<file path="config.mk">
export PLATFORM = sky130hd
export DESIGN_NAME = char_buf_ctrl_flat
export DESIGN_NICKNAME = d
export VERILOG_FILES = /design/src/rtl/char_buf_ctrl_pkg.sv /design/src/rtl/char_buf_ctrl_if.sv /design/src/rtl/char_buf_ram.sv /design/src/rtl/char_buf_ctrl.sv /design/src/flat_wrapper.sv
export SDC_FILE = /design/constraint.sdc
export NUM_CORES = 2
export LEC_CHECK = 0
export ABC_AREA = 1
export CAP_MARGIN = 20
export CORE_AREA = 2 2 461 463
export DETAILED_ROUTE_END_ITERATION = 12
export DIE_AREA = 0 0 463 465
export PLACE_DENSITY = 0.63
export SLEW_MARGIN = 10
export SYNTH_ARGS = -nofsm -noshare
export SYNTH_HDL_FRONTEND = slang
export SYNTH_SLANG_ARGS = --single-unit
</file>
<file path="constraint.sdc">
create_clock -name clk -period 10.1 [get_ports clk]
set_input_delay 3.03 -clock clk [delete_from_list [all_inputs] [get_ports clk]]
set_output_delay 3.03 -clock clk [all_outputs]
set_load 0.005 [all_outputs]
</file>
<file path="src/rtl/char_buf_ctrl_pkg.sv">
// Shared constants, FSM state type and write-port payload for the character buffer controller.
package char_buf_ctrl_pkg;

    localparam int unsigned CHAR_BUF_ADDR_W = 8;
    localparam int unsigned CHAR_BUF_DATA_W = 8;
    localparam int unsigned CHAR_BUF_DEPTH  = 1 << CHAR_BUF_ADDR_W;
    localparam logic [CHAR_BUF_DATA_W-1:0] CHAR_CLR_CODE = 8'h20;

    typedef enum logic {CB_IDLE, CB_CLEAR} char_buf_state_t;

    typedef struct packed {
        logic [CHAR_BUF_ADDR_W-1:0] addr;
        logic [CHAR_BUF_DATA_W-1:0] data;
    } char_wr_t;

endpackage

</file>
<file path="src/rtl/char_buf_ctrl_if.sv">
// Requester handshakes, clear control and draw-stage lookup for the character buffer.
interface char_buf_ctrl_if;
    import char_buf_ctrl_pkg::*;

    logic                       req0_valid;
    logic [CHAR_BUF_ADDR_W-1:0] req0_addr;
    logic [CHAR_BUF_DATA_W-1:0] req0_data;
    logic                       req0_ready;
    logic                       req1_valid;
    logic [CHAR_BUF_ADDR_W-1:0] req1_addr;
    logic [CHAR_BUF_DATA_W-1:0] req1_data;
    logic                       req1_ready;
    logic                       clr_req;
    logic                       busy;
    logic [CHAR_BUF_ADDR_W-1:0] char_xy;
    logic [CHAR_BUF_DATA_W-1:0] char_code;

    modport master (
        output req0_valid, req0_addr, req0_data, req1_valid, req1_addr, req1_data,
               clr_req, char_xy,
        input  req0_ready, req1_ready, busy, char_code
    );

    modport slave (
        input  req0_valid, req0_addr, req0_data, req1_valid, req1_addr, req1_data,
               clr_req, char_xy,
        output req0_ready, req1_ready, busy, char_code
    );

endinterface

</file>
<file path="src/rtl/char_buf_ram.sv">
// Simple dual-port buffer RAM: one sync write port, one registered read-first read port.
module char_buf_ram #(
    parameter int unsigned ADDR_W = 8,
    parameter int unsigned DATA_W = 8
) (
    input  logic              clk,
    input  logic              rst,
    input  logic              we,
    input  logic [ADDR_W-1:0] waddr,
    input  logic [DATA_W-1:0] wdata,
    input  logic [ADDR_W-1:0] raddr,
    output logic [DATA_W-1:0] rdata
);

    localparam int unsigned DEPTH = 1 << ADDR_W;

    logic [DATA_W-1:0] mem_q [DEPTH];
    logic [DATA_W-1:0] rdata_q, rdata_d;

    // Contents are never reset; the controller's clear sweep initialises them.
    always_ff @(posedge clk) begin
        if (we) begin
            mem_q[waddr] <= wdata;
        end
    end

    always_comb begin
        rdata_d = mem_q[raddr];
    end

    // Sampling before the same-edge write lands gives read-first behaviour.
    always_ff @(posedge clk) begin
        if (rst) begin
            rdata_q <= '0;
        end else begin
            rdata_q <= rdata_d;
        end
    end

    assign rdata = rdata_q;

endmodule

</file>
<file path="src/rtl/char_buf_ctrl.sv">
// Character buffer controller: clear sweep FSM, two-requester write arbiter, read port.
// Define CHAR_BUF_PRIO_EN for fixed priority (req0 over req1); default is round-robin.
module char_buf_ctrl
    import char_buf_ctrl_pkg::*;
(
    input  logic            clk,
    input  logic            rst,
    char_buf_ctrl_if.slave  bus
);

    localparam int unsigned ADDR_W = CHAR_BUF_ADDR_W;
    localparam int unsigned DATA_W = CHAR_BUF_DATA_W;
    localparam int unsigned DEPTH  = CHAR_BUF_DEPTH;

    char_buf_state_t   state_q, state_d;
    logic [ADDR_W-1:0] clr_addr_q, clr_addr_d;
    logic              gnt0, gnt1;
    logic              wr_en;
    char_wr_t          wr;

`ifndef CHAR_BUF_PRIO_EN
    logic              rr_last_q, rr_last_d;
`endif

    // Grants only in IDLE with no clear request; reset drops anything pending.
    always_comb begin
        gnt0 = 1'b0;
        gnt1 = 1'b0;
        if (!rst && (state_q == CB_IDLE) && !bus.clr_req) begin
`ifdef CHAR_BUF_PRIO_EN
            gnt0 = bus.req0_valid;
            gnt1 = bus.req1_valid && !bus.req0_valid;
`else
            if (bus.req0_valid && bus.req1_valid) begin
                gnt0 = rr_last_q;
                gnt1 = !rr_last_q;
            end else begin
                gnt0 = bus.req0_valid;
                gnt1 = bus.req1_valid;
            end
`endif
        end
    end

    assign bus.req0_ready = gnt0;
    assign bus.req1_ready = gnt1;
    assign bus.busy       = (state_q == CB_CLEAR);

    always_comb begin
        state_d    = state_q;
        clr_addr_d = clr_addr_q;
        wr_en      = 1'b0;
        wr         = '0;
        case (state_q)
            CB_CLEAR: begin
                wr_en      = 1'b1;
                wr.addr    = clr_addr_q;
                wr.data    = CHAR_CLR_CODE;
                clr_addr_d = ADDR_W'(clr_addr_q + 1'b1);
                if (clr_addr_q == ADDR_W'(DEPTH - 1)) begin
                    state_d = CB_IDLE;
                end
            end
            CB_IDLE: begin
                if (bus.clr_req) begin
                    state_d    = CB_CLEAR;
                    clr_addr_d = '0;
                end else if (gnt0) begin
                    wr_en   = 1'b1;
                    wr.addr = bus.req0_addr;
                    wr.data = bus.req0_data;
                end else if (gnt1) begin
                    wr_en   = 1'b1;
                    wr.addr = bus.req1_addr;
                    wr.data = bus.req1_data;
                end
            end
            default: begin
                state_d    = CB_CLEAR;
                clr_addr_d = '0;
            end
        endcase
    end

`ifndef CHAR_BUF_PRIO_EN
    // Last-served marker moves only on a completed transfer.
    always_comb begin
        rr_last_d = rr_last_q;
        if (gnt0) begin
            rr_last_d = 1'b0;
        end else if (gnt1) begin
            rr_last_d = 1'b1;
        end
    end

    always_ff @(posedge clk) begin
        if (rst) begin
            rr_last_q <= 1'b1;
        end else begin
            rr_last_q <= rr_last_d;
        end
    end
`endif

    always_ff @(posedge clk) begin
        if (rst) begin
            state_q    <= CB_CLEAR;
            clr_addr_q <= '0;
        end else begin
            state_q    <= state_d;
            clr_addr_q <= clr_addr_d;
        end
    end

    char_buf_ram #(
        .ADDR_W (ADDR_W),
        .DATA_W (DATA_W)
    ) u_ram (
        .clk   (clk),
        .rst   (rst),
        .we    (wr_en),
        .waddr (wr.addr),
        .wdata (wr.data),
        .raddr (bus.char_xy),
        .rdata (bus.char_code)
    );

endmodule

</file>
<file path="src/flat_wrapper.sv">
// flat-port wrapper written by rule: the top's interface ports become plain ports
module char_buf_ctrl_flat import char_buf_ctrl_pkg::*;
  (clk, rst, bus_req0_valid, bus_req0_addr, bus_req0_data, bus_req1_valid, bus_req1_addr, bus_req1_data, bus_clr_req, bus_char_xy, bus_req0_ready, bus_req1_ready, bus_busy, bus_char_code);
  char_buf_ctrl_if bus_i ();
  input  logic clk;
  input  logic rst;
  input wire logic [$bits(bus_i.req0_valid)-1:0] bus_req0_valid;
  input wire logic [$bits(bus_i.req0_addr)-1:0] bus_req0_addr;
  input wire logic [$bits(bus_i.req0_data)-1:0] bus_req0_data;
  input wire logic [$bits(bus_i.req1_valid)-1:0] bus_req1_valid;
  input wire logic [$bits(bus_i.req1_addr)-1:0] bus_req1_addr;
  input wire logic [$bits(bus_i.req1_data)-1:0] bus_req1_data;
  input wire logic [$bits(bus_i.clr_req)-1:0] bus_clr_req;
  input wire logic [$bits(bus_i.char_xy)-1:0] bus_char_xy;
  output wire logic [$bits(bus_i.req0_ready)-1:0] bus_req0_ready;
  output wire logic [$bits(bus_i.req1_ready)-1:0] bus_req1_ready;
  output wire logic [$bits(bus_i.busy)-1:0] bus_busy;
  output wire logic [$bits(bus_i.char_code)-1:0] bus_char_code;
  assign bus_i.req0_valid = bus_req0_valid;
  assign bus_i.req0_addr = bus_req0_addr;
  assign bus_i.req0_data = bus_req0_data;
  assign bus_i.req1_valid = bus_req1_valid;
  assign bus_i.req1_addr = bus_req1_addr;
  assign bus_i.req1_data = bus_req1_data;
  assign bus_i.clr_req = bus_clr_req;
  assign bus_i.char_xy = bus_char_xy;
  assign bus_req0_ready = bus_i.req0_ready;
  assign bus_req1_ready = bus_i.req1_ready;
  assign bus_busy = bus_i.busy;
  assign bus_char_code = bus_i.char_code;
  char_buf_ctrl u_core (.clk(clk), .rst(rst), .bus(bus_i));
endmodule
</file>
Word level (Yosys, flattened, before mapping)
Memories as Yosys holds them, arrays and structs flattened. A register that Yosys moved wholly into a read port is not among the register bits.
Cells that the tools add are included.
{"block": "totals", "mem_count": 1, "ff_bits": 10, "inputBits": 45, "output_inout_bits": 11, "ram_bits": 2048}
{"name": "u_core.u_ram.mem_q", "words": 256, "width": 8, "rd": 1, "rd_clocked_by_memory_dff": 1, "wr": 1, "line_no": "char_buf_ram.sv:17", "source": "logic [DATA_W-1:0] mem_q [DEPTH];"}
{"block": "op_classes", "add_sub_neg": 1, "n_bitwise": 1, "n_reduce_logical": 7, "eq_ne": 2, "n_mux": 21}
{"op": "16-bit 2-to-1 mux", "count": 3}
{"op": "16-bit case mux with 2 select lines", "count": 1}
{"op": "8-bit case mux with 2 select lines", "count": 1}
{"op": "1-bit 2-to-1 mux", "count": 13}
{"op": "8-bit by 1-bit adder with 8-bit output (second input constant)", "count": 1}
{"op": "8-bit == test (second input constant)", "count": 1}
{"op": "8-bit 2-to-1 mux", "count": 1}
{"op": "1-bit case mux with 2 select lines", "count": 2}
{"op": "1-bit logical AND", "count": 3}
{"op": "1-bit zero test", "count": 3}
{"op": "2-bit inequality test (second input constant)", "count": 1}
{"op": "2-bit nonzero test", "count": 1}
{"op": "1-bit NOT", "count": 1}

Longest topological paths before layout
{"block": "logic_depth", "ltp_word": 10, "depth_mapped": 15, "depth_no_buf": 11}

Hierarchy
From an unflattened synthesis, not the netlist that was laid out.
{"block": "hier_totals", "hier_cells": 7150, "area_unflattened_um2": 84285.8}
{"module": "char_buf_ram", "n_inst": 1, "cells_per_inst": 7020, "seq_area_each_um2": 61659.1, "area_each_um2": 83467.6}
{"module": "char_buf_ctrl", "n_inst": 1, "cells_per_inst": 130, "seq_area_each_um2": 200.2, "area_each_um2": 818.3}

Least setup slack after synthesis
No wires, ideal clock.
{"block": "synth_timing", "path_type": "input port to flip-flop", "startpoint": "input port bus_req0_valid", "endpoint": "memory u_core.u_ram.mem_q[0][5], data pin", "t_arrival_ps": 6705, "t_required_ps": 8582, "cell_stages": 7, "setup_slack_ps": 1877, "path_cell_list": "nand2_1 > o21ai_0 > nand2_2 > inv_2 > clkbuf_1 > nand2_1 > nand3_1"}
{"block": "synth_via", "elab_cells_between_ends": 9, "classes_between": "mux: 8; reduce/logical: 1"}
{"item": "start: declaration", "line_no": "flat_wrapper.sv:7", "source": "input wire logic [$bits(bus_i.req0_valid)-1:0] bus_req0_valid;"}
{"item": "1-bit logical AND", "line_no": "char_buf_ctrl.sv:34", "source": "if (bus.req0_valid && bus.req1_valid) begin"}
{"item": "1-bit 2-to-1 mux (*)", "line_no": "char_buf_ctrl.sv:34"}
{"item": "1-bit 2-to-1 mux (*)", "line_no": "char_buf_ctrl.sv:29", "source": "if (!rst && (state_q == CB_IDLE) && !bus.clr_req) begin"}
{"item": "named net bus_req0_ready", "line_no": "flat_wrapper.sv:15", "source": "output wire logic [$bits(bus_i.req0_ready)-1:0] bus_req0_ready;"}
{"item": "16-bit 2-to-1 mux (*)", "line_no": "char_buf_ctrl.sv:68", "source": "end else if (gnt0) begin"}
{"item": "16-bit 2-to-1 mux (*)", "line_no": "char_buf_ctrl.sv:65", "source": "if (bus.clr_req) begin"}
{"item": "16-bit case mux with 2 select lines (*)", "line_no": "char_buf_ctrl.sv:54", "source": "case (state_q)"}
{"item": "named net u_core.u_ram.wdata[5]", "line_no": "char_buf_ram.sv:10", "source": "input logic [DATA_W-1:0] wdata,"}
{"item": "end: declaration", "line_no": "char_buf_ram.sv:17"}
Mark *: on every way through the listed nets, which the timed path passes. The rest lies on a longest branch.

Final worst setup path
{"block": "layout_timing", "startpoint": "input port bus_req0_valid", "endpoint": "output port bus_req0_ready"}
{"block": "layout_via", "elab_chain_len": 3}
{"item": "1-bit logical AND", "line_no": "char_buf_ctrl.sv:34"}
{"item": "1-bit 2-to-1 mux (*)", "line_no": "char_buf_ctrl.sv:34"}
{"item": "1-bit 2-to-1 mux (*)", "line_no": "char_buf_ctrl.sv:29"}
{"item": "end: declaration", "line_no": "flat_wrapper.sv:15"}
Every way passes the cells marked *; elsewhere a longest branch is shown, timed or not.

==> results.txt <==
----------------------------------------------------
[Run status]
  Status ... finished clean

[Finish]
  Net total in the final layout ... 6965
  Area of the multi-input gates ... 19900 um^2
  Fill cell instance count of the final layout ... 19100
  Layout cell share with drive strength beyond 1 ... 5.90%
  Most frequent standard cell in the layout excluding fill and tap cells ... sky130_fd_sc_hd__nand2_1
  Layout overhead on the synthesized area ... 10.9%
  Sequential cell area ... 61900 um^2
  Number of cells in the finished layout apart from fillers ... 9907
  Top library cells by usage in the layout, fill and taps aside ... sky130_fd_sc_hd__nand2_1, sky130_fd_sc_hd__edfxtp_1, sky130_fd_sc_hd__nand3_1

[STA]
  Number of max-slew violations in the final report ... 0
  Share of the clock period used by the worst path after layout ... 80.1%
  Clock Skew ... 34.9 ps
  Fin crit period ... 8090 ps
  Least-Margin Pin Slew ... 1240 ps
  Setup repair after global routing missed its margin ... false
  Hold WS ... 472 ps
  Final-report setup violation count ... 0
  Hold violation count in the final report ... 0
  Final TNS setup ... 0 ps
  Max Freq ... 0.124 GHz
  Relative max-transition margin ... 16.8%
  Least setup slack across all paths after layout ... 2010 ps

[Pwr]
  Max IR drop VDD ... 148 uV
  Final Power ... 0.0174 W
  Static leakage power ... 31.5 nW
  Cell Pwr Density ... 187 nW/um^2

[Critical path]
  Setup CP Type ... input port to output pin
  FF-to-FF path depth ... 7
  Origin of the worst setup path ... bus_req0_valid
  Worst R2R Start ... u_core.bus.busy
  Critical Path Fanout Max ... 14
  Critical Path Start Type ... input port
  Arrival time of the worst setup path ... 5060 ps
  CP Capture Type ... output pin
  CP Data Required Time ... 7070 ps

[Route]
  Overall via count from detail_route ... 54400
  Routed wire per std cell ... 22.4 um
  Iteration-0 DRC count of the detailed router ... 6792
  Final routed wirelength across all metal layers ... 222 mm
  Number of routed nets with antenna violations ... 0
  Number of iterations in the first detailed-routing pass ... 6
  Drt drc ... 0
  Post-DR vias/cell ... 5.50

[Clock network]
  Clock tree from TritonCTS ... built
  Post-CTS sizing ... 0
  CTS Sinks ... 2066
  Quantity of hold-fixing buffers added after cts ... 0
  TritonCTS buffer count ... 199
  Largest buffer count on any clock path ... 3
  Buffers inserted during post-CTS setup optimization ... 0
  Clk_lat worst skew ... 860 ps
  Root Driver ... sky130_fd_sc_hd__clkbuf_16
  Clock transition at the register clock pins on the worst setup and hold paths after CTS ... 60 ps
  H-tree lvl count ... 4

[Global routing]
  Most crowded layer after global routing ... met2
  Final global-route overflow total ... 0
  Initial antenna violation count ... 7
  GR met1 Demand/Resource ... 28.4%
  Pin count of the biggest net entering global routing ... 209
  GR Layer Usage met3 ... 3.65%
  Met2 track demand over resource ... 31.5%
  Total global routing track utilization ... 20.1%
  Global-route wire length before repair ... 329 mm
  Number of global-route vias before repair ... 51600

[Synthesis]
  Number of distinct standard cells referenced by the synthesized netlist ... 39
  Yosys Warn Count ... 0
  Cell area after synthesis ... 83900 um^2
  EDFF count, synth ... 2048
  Proportion of synthesized chip area in sequential cells ... 73.8%
  Net Count, Synth ... 7133
  Average size of a mapped cell ... 11.8 um^2
  Main synth FF type ... sky130_fd_sc_hd__edfxtp_1
  Count of state elements after synthesis ... 2066
  Ys async rst share ... 0%
  Synthesized instance count ... 7087

[Placement]
  Final HPWL from detailed placement ... 116 mm
  Global placer's final weighted congestion ... 0.837
  Number of buffers inserted by port buffering ... 55
  Worst slack, placed ... 2010 ps
  Number of cells in the design after placement ... 9539

[Die]
  Num rows ... 169
  Overall die width ... 463 um
  Die Y-Extent ... 465 um
  I/O pin count ... 56
  DIE AREA ... 215000 um^2
  Core region area ... 211000 um^2
  Initial Util ... 39.8%

[Job]
  Max Cap Violations ... 0

[Min path]
  Origin of the worst min-delay path ... u_core.rr_last_q
  Worst hold path depth ... 2
  Class of the most critical hold timing path ... flop to flop

----------------------------------------------------
## where the power goes
part | internal [W] | switching (W)
combinational | 0.000245 | 0.000660
sequential | 0.00929 | 0.00000490
clock | 0.00403 | 0.00317
## cells by family (layout without fill, tap and decap cells)
group                    count (synthesis)  count (layout)  synth area share (%)
AO/OA/AOI/OAI                           98              98                 0.776
adder cells (fa/ha/maj)                  1               1                0.0149
buffers and inverters                  524             519                  2.59
flip-flops                            2066            2066                  73.8
other                                    0               4                     0
AND/OR/NAND/NOR                       4398            4398                  22.9
## layout make-up
class | instances | area share [%]
clock buffers | 250 | 5.67
repair buffers | 117 | 1.39
diodes | 4 | 0.0108
inverters | 38 | 0.186
well taps | 2821 | 3.79
flip-flops and latches | 2066 | 66.5
clock inverters | 114 | 1.06
multi-input cells | 4497 | 21.4
## flip-flops by register name, indices dropped and copies added, names as in the netlist
register            count
u_core.u_ram.rdata      8
u_core.rr_last_q        1
u_core.clr_addr_q       8
u_core.bus.busy         1
u_core.u_ram.mem_q   2048
## stage by stage
step | utilization, % | area (um^2)
detailed placement | 41.2 | 86800
floorplan | - | 83900
CTS | 44.1 | 93000
finish | 44.1 | 93000
global route | 44.1 | 93000
global placement | 41.2 | 86800
## worst paths after layout
kind                                     end  slack [ps]
setup / recovery              bus_req0_ready        2010
hold / removal              u_core.rr_last_q         470
setup reg to reg  u_core.u_ram.mem_q[117][7]        6060
hold reg to reg             u_core.rr_last_q         470
## per-layer routing
layer	wire (um)	vias to the layer above	part of all wire, %
li1	-	24900	-
met1	93400	26800	42
met4	6720	2	3.0
met3	19300	383	8.7
met5	13	-	0.0059
met2	103000	2453	46
## critical path: stages
cell and delay (ps):
sky130_fd_sc_hd__clkdlybuf4s50_1 500, sky130_fd_sc_hd__inv_1 80, sky130_fd_sc_hd__o21ai_0 290, sky130_fd_sc_hd__nand2_2 270, sky130_fd_sc_hd__inv_2 310, sky130_fd_sc_hd__clkdlybuf4s50_1 560
## cell usage after synthesis, types with 17 or more instances
cell / count / share of area (%)
sky130_fd_sc_hd__nand2_1: 2072 / 9.3
sky130_fd_sc_hd__edfxtp_1: 2048 / 73
sky130_fd_sc_hd__nand3_1: 1931 / 12
sky130_fd_sc_hd__nor2_1: 343 / 1.5
sky130_fd_sc_hd__clkbuf_1: 294 / 1.3
sky130_fd_sc_hd__buf_2: 118 / 0.70
sky130_fd_sc_hd__buf_1: 63 / 0.28
sky130_fd_sc_hd__o21ai_0: 33 / 0.20
sky130_fd_sc_hd__nand2_2: 27 / 0.20
sky130_fd_sc_hd__inv_1: 24 / 0.11
sky130_fd_sc_hd__a21oi_1: 19 / 0.11
sky130_fd_sc_hd__dfxtp_1: 18 / 0.43
sky130_fd_sc_hd__o22ai_1: 17 / 0.13
Note: power is estimated with default switching activity, not from simulation.
